## src/rtl/fetch_stage_pkg.sv

```systemverilog
// ============================================================================
// Module   : fetch_stage_pkg
// Purpose  : Shared core definitions for the rvcpu front end: the data-path
//            width, the canonical NOP encoding and the fetch->decode
//            pipeline register layout {pc, inst}.
// Ports    : none (package)
// Revision : 1.0 - initial release
// ============================================================================
`default_nettype none

package fetch_stage_pkg;

  localparam int XLEN = 32;

  // addi x0, x0, 0
  localparam logic [XLEN-1:0] INST_NOP = 32'h0000_0013;

  // Fetch -> decode pipeline register
  typedef struct packed {
    logic [XLEN-1:0] pc;
    logic [XLEN-1:0] inst;
  } if_id_t;

endpackage

`default_nettype wire

```

## src/rtl/fetch_stage_sync_fifo.sv

```systemverilog
// ============================================================================
// Module   : sync_fifo
// Purpose  : Single-clock FIFO with synchronous flush and occupancy count.
//            Push and pop may occur together (also when full). Flush wins
//            over push in the same cycle.
// Ports    : clk, reset        - clock / asynchronous active-high reset
//            flush             - empty the FIFO at the next edge
//            push, push_data   - write request and data
//            pop               - read request (head advances)
//            pop_data          - current head entry
//            count             - number of stored entries
// Revision : 1.0 - initial release
// ============================================================================
`default_nettype none

module sync_fifo #(
  parameter int WIDTH = 32,
  parameter int DEPTH = 2
) (
  input  logic                     clk,
  input  logic                     reset,
  input  logic                     flush,
  input  logic                     push,
  input  logic [WIDTH-1:0]         push_data,
  input  logic                     pop,
  output logic [WIDTH-1:0]         pop_data,
  output logic [$clog2(DEPTH):0]   count
);

  localparam int AW = $clog2(DEPTH);
  localparam int CW = AW + 1;
  localparam logic [CW-1:0] DEPTH_C = CW'(DEPTH);

  logic [WIDTH-1:0] storage [DEPTH];
  logic [AW-1:0]    rd_ptr;
  logic [AW-1:0]    wr_ptr;
  logic             full;
  logic             empty;
  logic             do_push;
  logic             do_pop;

  assign full     = (count == DEPTH_C);
  assign empty    = (count == '0);
  // A full FIFO may still accept a write when the head leaves this cycle.
  assign do_push  = push && (!full || pop);
  assign do_pop   = pop && !empty;
  assign pop_data = storage[rd_ptr];

  always_ff @(posedge clk or posedge reset) begin
    if (reset) begin
      rd_ptr <= '0;
      wr_ptr <= '0;
      count  <= '0;
      for (int i = 0; i < DEPTH; i++) begin
        storage[i] <= '0;
      end
    end else if (flush) begin
      rd_ptr <= '0;
      wr_ptr <= '0;
      count  <= '0;
    end else begin
      if (do_push) begin
        storage[wr_ptr] <= push_data;
        wr_ptr          <= wr_ptr + AW'(1);
      end
      if (do_pop) begin
        rd_ptr <= rd_ptr + AW'(1);
      end
      count <= count + CW'(do_push) - CW'(do_pop);
    end
  end

`ifndef SYNTHESIS
  // Callers guarantee space; a dropped write is a design error upstream.
  a_no_overflow : assert property (@(posedge clk) disable iff (reset)
    !(push && full && !pop && !flush));
`endif

endmodule

`default_nettype wire

```

## src/rtl/fetch_stage.sv

```systemverilog
// ============================================================================
// Module   : fetch_stage
// Purpose  : Instruction fetch front end. Issues in-order word fetches,
//            pairs responses with their PCs through a tag FIFO, buffers
//            instructions for decode and squashes in-flight/queued work on
//            a writeback redirect.
// Ports    : clk, reset                       - clock / async active-high reset
//            redirect_valid, redirect_pc      - branch hazard and new PC
//            imem_req_valid/ready/addr        - instruction memory request
//            imem_resp_valid/data             - in-order memory response
//            inst_valid/ready, inst_pc/data   - head entry toward decode
// Options  : FETCH_TRACE_EN - per-cycle "IF STAGE" trace print
// Revision : 1.0 - initial release
// ============================================================================
`default_nettype none

module fetch_stage
  import fetch_stage_pkg::*;
#(
  parameter logic [XLEN-1:0] RESET_PC    = 32'h0000_0000,
  parameter int              QUEUE_DEPTH = 2
) (
  input  logic            clk,
  input  logic            reset,
  input  logic            redirect_valid,
  input  logic [XLEN-1:0] redirect_pc,
  output logic            imem_req_valid,
  input  logic            imem_req_ready,
  output logic [XLEN-1:0] imem_req_addr,
  input  logic            imem_resp_valid,
  input  logic [XLEN-1:0] imem_resp_data,
  output logic            inst_valid,
  input  logic            inst_ready,
  output logic [XLEN-1:0] inst_pc,
  output logic [XLEN-1:0] inst_data
);

  localparam int CW = $clog2(QUEUE_DEPTH) + 1;
  localparam logic [CW:0] DEPTH_W = (CW + 1)'(QUEUE_DEPTH);

  logic [XLEN-1:0] pc;
  logic [CW-1:0]   q_count;
  logic [CW-1:0]   outstanding;   // tag FIFO occupancy == fetches in flight
  logic [CW-1:0]   drop_cnt;      // in-flight responses still to be discarded
  logic [CW:0]     occupancy;
  logic            req_fire;
  logic            resp_live;
  logic            inst_pop;
  logic [XLEN-1:0] tag_pc;
  if_id_t          q_push_data;
  if_id_t          q_head;

  // In-flight plus queued work never exceeds the queue size, so every
  // response that survives the drop counter always finds a free slot.
  assign occupancy      = {1'b0, outstanding} + {1'b0, q_count};
  assign imem_req_valid = !reset && !redirect_valid && (occupancy < DEPTH_W);
  assign imem_req_addr  = pc;
  assign req_fire       = imem_req_valid && imem_req_ready;
  assign resp_live      = imem_resp_valid && (drop_cnt == '0);
  assign inst_valid     = (q_count != '0);
  assign inst_pop       = inst_valid && inst_ready;

  assign q_push_data.pc   = tag_pc;
  assign q_push_data.inst = imem_resp_data;
  assign inst_pc          = q_head.pc;
  assign inst_data        = q_head.inst;

  // Every response, live or stale, retires its tag.
  sync_fifo #(
    .WIDTH (XLEN),
    .DEPTH (QUEUE_DEPTH)
  ) u_tag_fifo (
    .clk       (clk),
    .reset     (reset),
    .flush     (1'b0),
    .push      (req_fire),
    .push_data (pc),
    .pop       (imem_resp_valid),
    .pop_data  (tag_pc),
    .count     (outstanding)
  );

  // A redirect flushes the queue, which also discards a live response
  // landing in the same cycle.
  sync_fifo #(
    .WIDTH ($bits(if_id_t)),
    .DEPTH (QUEUE_DEPTH)
  ) u_inst_queue (
    .clk       (clk),
    .reset     (reset),
    .flush     (redirect_valid),
    .push      (resp_live),
    .push_data (q_push_data),
    .pop       (inst_pop),
    .pop_data  (q_head),
    .count     (q_count)
  );

  always_ff @(posedge clk or posedge reset) begin
    if (reset) begin
      pc <= RESET_PC;
    end else if (redirect_valid) begin
      pc <= redirect_pc;
    end else if (req_fire) begin
      pc <= pc + 32'd4;
    end
  end

  // No request issues in a redirect cycle, so what remains in flight after
  // this edge is the tag count minus whatever response retires now; all of
  // it belongs to the squashed path.
  always_ff @(posedge clk or posedge reset) begin
    if (reset) begin
      drop_cnt <= '0;
    end else if (redirect_valid) begin
      drop_cnt <= outstanding - CW'(imem_resp_valid);
    end else if (imem_resp_valid && (drop_cnt != '0)) begin
      drop_cnt <= drop_cnt - CW'(1);
    end
  end

`ifdef FETCH_TRACE_EN
  always @(posedge clk) begin
    $display("IF STAGE");
    $display("  pc=%h req v/r/addr=%b/%b/%h resp v/data=%b/%h", pc,
             imem_req_valid, imem_req_ready, imem_req_addr,
             imem_resp_valid, imem_resp_data);
    $display("  count=%0d outstanding=%0d drop=%0d redirect v/pc=%b/%h",
             q_count, outstanding, drop_cnt, redirect_valid, redirect_pc);
    $display("  inst v/pc/data=%b/%h/%h", inst_valid, inst_pc, inst_data);
  end
`endif

endmodule

`default_nettype wire

```

## config.mk

```make
export PLATFORM = sky130hd
export DESIGN_NAME = fetch_stage
export DESIGN_NICKNAME = d
export VERILOG_FILES = /design/src/rtl/fetch_stage_pkg.sv /design/src/rtl/fetch_stage_sync_fifo.sv /design/src/rtl/fetch_stage.sv
export SDC_FILE = /design/constraint.sdc
export NUM_CORES = 1
export LEC_CHECK = 0
export BUFFER_PORTS_ARGS = -buffer_cell sky130_fd_sc_hd__buf_2
export CORE_ASPECT_RATIO = 1.1
export CORE_MARGIN = 8
export CORE_UTILIZATION = 45
export DETAILED_ROUTE_END_ITERATION = 16
export PLACE_DENSITY = 0.71
export SLEW_MARGIN = 20
export SYNTH_ARGS = -nofsm -noshare
export SYNTH_HDL_FRONTEND = slang
export SYNTH_HIERARCHICAL = 1
export SYNTH_SLANG_ARGS = --single-unit
```

## constraint.sdc

```tcl
create_clock -name clk -period 6.8 [get_ports clk]
set_clock_uncertainty 0.05 [all_clocks]
set_input_delay 0.68 -clock clk [delete_from_list [all_inputs] [get_ports clk]]
set_output_delay 0.68 -clock clk [all_outputs]
set_load 0.01 [all_outputs]
```

* After elaboration in Yosys (flattened, before gate mapping) *
Cells that the tools add are included.

word-level totals
  bits in latches = 0
  bits in writable memories = 0
  register bits = 234
  ROM bits = 0
  memories = 0

operators by class
  bitwise gates (word level) = 5
  mux-type cells = 21
  multiply operators = 0
  equal/unequal tests = 2
  reductions and logical operators = 30
  order comparisons = 7
  $add $sub $neg = 12
  shift operators = 0
  div/mod/pow operators = 0

operator list
  cell                     number
  $mux W64                 4
  $mux W32                 6
  $bwmux W128              1
  $bwmux W64               1
  $demux W64 S1            1
  $add A32 B3 Y32 const B  1
  $demux W32 S1            1
  $logic_and A1 B1 Y1      12
  $reduce_bool A2 Y1       6
  $ge A2 B2 Y1 const B     4
  $not A1 Y2               4
  $logic_not A1 Y1         6
  $logic_not A2 Y1         3
  $mux W2                  3
  $sub A2 B1 Y2            3
  $add A1 B1 Y1 const B    4
  $add A2 B1 Y2            2
  $eq A2 B2 Y1 const B     2
  $lt A2 B1 Y1 const B     2
  $mux W1                  4
  $add A2 B2 Y3            1
  $lt A3 B2 Y1 const B     1
  $logic_or A1 B1 Y1       2
  $reduce_and A2 Y1        1
  2 further kinds          2

* Depth between registers and ports, before layout *
  depth in word-level cells = 7
  mapped depth = 12

* Hierarchy *
The synthesis kept the hierarchy.

by module, submodules not included
  module                     area each (sq um)  instances  cells each
  sync_fifo at u_inst_queue  6,035.8            1          365
  sync_fifo at u_tag_fifo    3,103.0            1          195
  fetch_stage                2,059.5            1          230

* Least setup slack after synthesis *
OpenSTA, ideal clock, no wires.

  kind = register to register
  start point = register u_tag_fifo.count[0]
  end point = register u_tag_fifo.count[1]
  required time = 6.664 ns
  cell stages (with the launch flop) = 13
  arrival = 2.751 ns
  setup slack = 3.913 ns
  path through = dfrtp_1 > and2_1 > fa_1 > nor4b_4 > buf_2 > and2_1 > nand2_1 > ha_1 > inv_1 > ha_1 > xor2_1 > and2_1 > nor3_1

on the way
  cells in the longest elaborated chain, start to end = 7
  elaborated cells between the ends (all ways) = 13
  classes of those cells = add/sub (3); order compare (1); eq/ne (1); reduce/logical (8)

RTL lines
  element                 RTL line                     RTL
  from (decl)             fetch_stage_sync_fifo.sv:27  output logic [$clog2(DEPTH):0] count
  from (signal assigned)  fetch_stage_sync_fifo.sv:69  count <= count + CW'(do_push) - CW'(do_pop);
  $add A2 B2 Y3           fetch_stage.sv:55            assign occupancy = {1'b0, outstanding} + {1'b0, q_count};
  $lt A3 B2 Y1            fetch_stage.sv:56            assign imem_req_valid = !reset && !redirect_valid && (occupancy < DEPTH_W);
  $logic_and A1 B1 Y1     fetch_stage.sv:56
  $logic_and A1 B1 Y1     fetch_stage.sv:58            assign req_fire = imem_req_valid && imem_req_ready;
  named net req_fire      fetch_stage.sv:46            logic req_fire;
  $logic_and A1 B1 Y1     fetch_stage_sync_fifo.sv:45  assign do_push = push && (!full || pop);
  $add A2 B1 Y2           fetch_stage_sync_fifo.sv:69
  $sub A2 B1 Y2           fetch_stage_sync_fifo.sv:69

The timed path passes the listed nets, and every way through them passes these cells.
A chain may end at the register's enable or synchronous reset.

* Worst setup path in the final report *
  start point = register u_tag_fifo.count[0]
  end point = register u_tag_fifo/storage[57] (netlist bit)

on the way
  cells in the longest elaborated chain, start to end = 5
  elaborated cells between the ends (all ways) = 8
  classes of those cells = add/sub (1); order compare (1); eq/ne (1); reduce/logical (5)

RTL lines
  element                          RTL line                     RTL
  $add A2 B2 Y3                    fetch_stage.sv:55
  $lt A3 B2 Y1                     fetch_stage.sv:56
  $logic_and A1 B1 Y1              fetch_stage.sv:56
  $logic_and A1 B1 Y1              fetch_stage.sv:58
  named net req_fire               fetch_stage.sv:46
  $logic_and A1 B1 Y1              fetch_stage_sync_fifo.sv:45
  to (signal, indexed assignment)  fetch_stage_sync_fifo.sv:63  storage[wr_ptr] <= push_data;
  to (decl)                        fetch_stage_sync_fifo.sv:34  logic [WIDTH-1:0] storage [DEPTH];

The timed path passes the listed nets, and every way through them passes these cells.

==> results.toml <==
[outcome]
outcome = "finished, final reports clean"

[synth]
syn_inst = 790
synth_area_sq_mm = 0.01120
synthArstFlopShare_pct = 100.0
yosysTopAreaCellShare_pct = 52.29
synth-edff-count = 0
synth-seq-cells = 234
yosysTopAreaCell = "dfrtp_1"
syn_avg_cell_area_sq_um = 14.17
dominantRegCellSynth = "dfrtp_1"
synthDistinctLibCells = 49
synth-warning-count = 6
synth.area.top_cells = "dfrtp_1 (52%), mux2_2 (20%), mux2_4 (12%)"
synth-seq-area-share_pct = 52.29

[clock_tree]
clock_latency_ns = 0.52
root_buffer = "clkbuf_16"
hold_buffers = 0
cts_sinks = 234
clockBufferDepth = 3
htreeDepth = 1
cts_setup_buffers = 0
cts_tree = "yes"
ctsResizeCount = 0
cts_buffers = 27
clkTransAtPathRegs_ns = 0.06

[global_route]
grt_pass1_wl_mm = 41.41
gr-total-overflow = 0
grt_pass1_vias = 7405
grt_max_degree = 70
antenna_found_initial = 0
grt_use_total_pct = 16.78

[placement]
dpl.cell_count = 1232
numPortBuffers = 167
post-place-ws_ns = 2.901
gp_congestion = 0.8238
placed_cell_area_sq_mm = 0.01217
dpl.hpwl_mm = 16.55

[sta]
worst_slack_ns = 3.164
tns_ns = 0
rsz0062_at_grt = "false"
drv_slew = 0
fin_crit_sh_pct = 53.47
finalHoldViolCount = 0
whs_ns = 0.2298
min_period_ns = 3.636
setup_violations = 0
tightest_slew_ns = 1.061
fmax_ghz = 0.2750
max_slew_margin_pct = 28.84

[final_layout]
instances_no_fill = 1279
postLayoutCellArea_sq_mm = 0.01310
n_fill_cell = 2076
drive_above_1_share_pct = 52.94
regArea_sq_mm = 0.005859
final_common_cell = "dfrtp_1"
nets = 1029
multiInputGateArea_sq_mm = 0.004990
post-route-util_pct = 53.52
final_cell_mix = "dfrtp_1 (233), mux2_2 (196), buf_2 (167), mux2_4 (90)"
area.growth.synth_to_final_pct = 16.96
diodes = 0

[routing]
drtPass1Iterations = 4
via_count = 6945
initialDrtViolationCount = 483
wl_per_cell_microns = 19.96
drt-total-wl_mm = 25.53
avgViaCountPerCell = 5.430
drtAntennaViolNets = 0
drc = 0

[die]
ioPinCount = 168
die_h_microns = 181.5
core_sq_mm = 0.02447
start_util_pct = 45.76
die-area_sq_mm = 0.03020
die_w_microns = 166.4
rows = 60

[critical_path]
crit_fanout = 33
critPathLaunchType = "register"
crit_required_ns = 7.15
arrival_ns = 3.98
cp-end-kind = "register"
worstSetupPathType = "reg -> reg"
reg2reg_slack_ns = 3.16

[power]
power_density_mw_per_mm2 = 412.7
p_leak_nw = 6.070
ir_drop_uv = 239.6
power_mw = 5.405

[run]
maxCapViolCount = 0

[worst_hold_path]
hold_class = "in -> async"
-- cells by family after synthesis --
logic type | after synthesis | share of synthesized area, %
multiplexers | 291 | 32.27
AND/OR/NAND/NOR | 124 | 6.335
other | 1 | 0.03349
adder cells (fa/ha/maj) | 8 | 0.9609
XOR/XNOR | 14 | 1.095
flip-flops | 234 | 52.29
AO/OA/AOI/OAI | 58 | 3.509
buffers and inverters | 60 | 3.508
-- registers in the layout (all words and copies together) (netlist names) --
name and cells:
u_tag_fifo/rd_ptr 1, u_inst_queue/count 2, u_tag_fifo/count 2, u_inst_queue/storage 128
u_tag_fifo/storage 64, imem_req_addr 32, u_inst_queue/rd_ptr 1, u_inst_queue/wr_ptr 1
u_tag_fifo/wr_ptr 1, drop_cnt 2
-- where the power goes --
part / switching [mW] / internal, mW
clock: 0.552 / 0.935
combinational: 0.689 / 1.02
sequential: 0.310 / 1.90
total: 1.55 / 3.85
-- path summary, 6_finish.rpt --
check | start | to | cells past startpoint
max in group asynchronous | reset | u_inst_queue/storage[58] | 3
hold reg to reg | u_inst_queue/storage[23] | u_inst_queue/storage[23] | 1
hold / removal | reset | drop_cnt[1] | 2
setup / recovery | u_tag_fifo/count[0] | u_tag_fifo/storage[57] | 6
min in group clk | redirect_pc[10] | imem_req_addr[10] | 3
setup reg to reg | u_tag_fifo/count[0] | u_tag_fifo/storage[57] | 6
-- cell type report --
| type | instances | area share (%) |
|---|---|---|
| repair buffers | 173 | 6.725 |
| clock inverters | 5 | 0.7642 |
| flip-flops and latches | 234 | 44.74 |
| multi-input cells | 501 | 38.10 |
| well taps | 310 | 2.961 |
| inverters | 14 | 0.4394 |
| clock buffers | 42 | 6.276 |
-- worst max-delay path, stage by stage (launching register included) --
cell and delay [ns]:
dfrtp_1 0.41, and2_1 0.18, fa_1 0.50, nor4b_4 0.73, and2_1 0.30, nand3_2 0.75
mux2_2 0.58
-- metal layers --
layer	global-route usage [%]	vias to the layer above	share of wire, %
li1	-	3196	-
met1	23.00	3503	47
met2	26.82	210	46
met3	3.731	36	6.3
met4	3.823	0	1.4
met5	0	-	0
-- synth_stat cells (2+ instances only) --
| cell type | instances |
|---|---|
| clkbuf_1 | 21 |
| inv_1 | 14 |
| nand4_1 | 11 |
| o21a_1 | 3 |
| a21oi_1 | 2 |
| mux2_2 | 196 |
| nor3_1 | 3 |
| a31o_2 | 2 |
| nand2_1 | 27 |
| and2_1 | 10 |
| nor2b_1 | 2 |
| o21ai_0 | 12 |
| xor2_1 | 10 |
| buf_6 | 4 |
| o311ai_1 | 2 |
| nand3_1 | 11 |
| nand2b_1 | 2 |
| buf_12 | 6 |
| mux2_4 | 90 |
| or4_1 | 14 |
| xnor2_1 | 4 |
| buf_2 | 8 |
| dfrtp_1 | 234 |
| a31oi_1 | 16 |
| ha_1 | 7 |
| or3b_4 | 2 |
| and3_1 | 4 |
| o311ai_0 | 2 |
| o31ai_1 | 15 |
| buf_4 | 5 |
| and4_1 | 6 |
| mux2_1 | 4 |
| a211o_1 | 3 |
| nor2_1 | 23 |
Power figures use the tool's default switching activity.
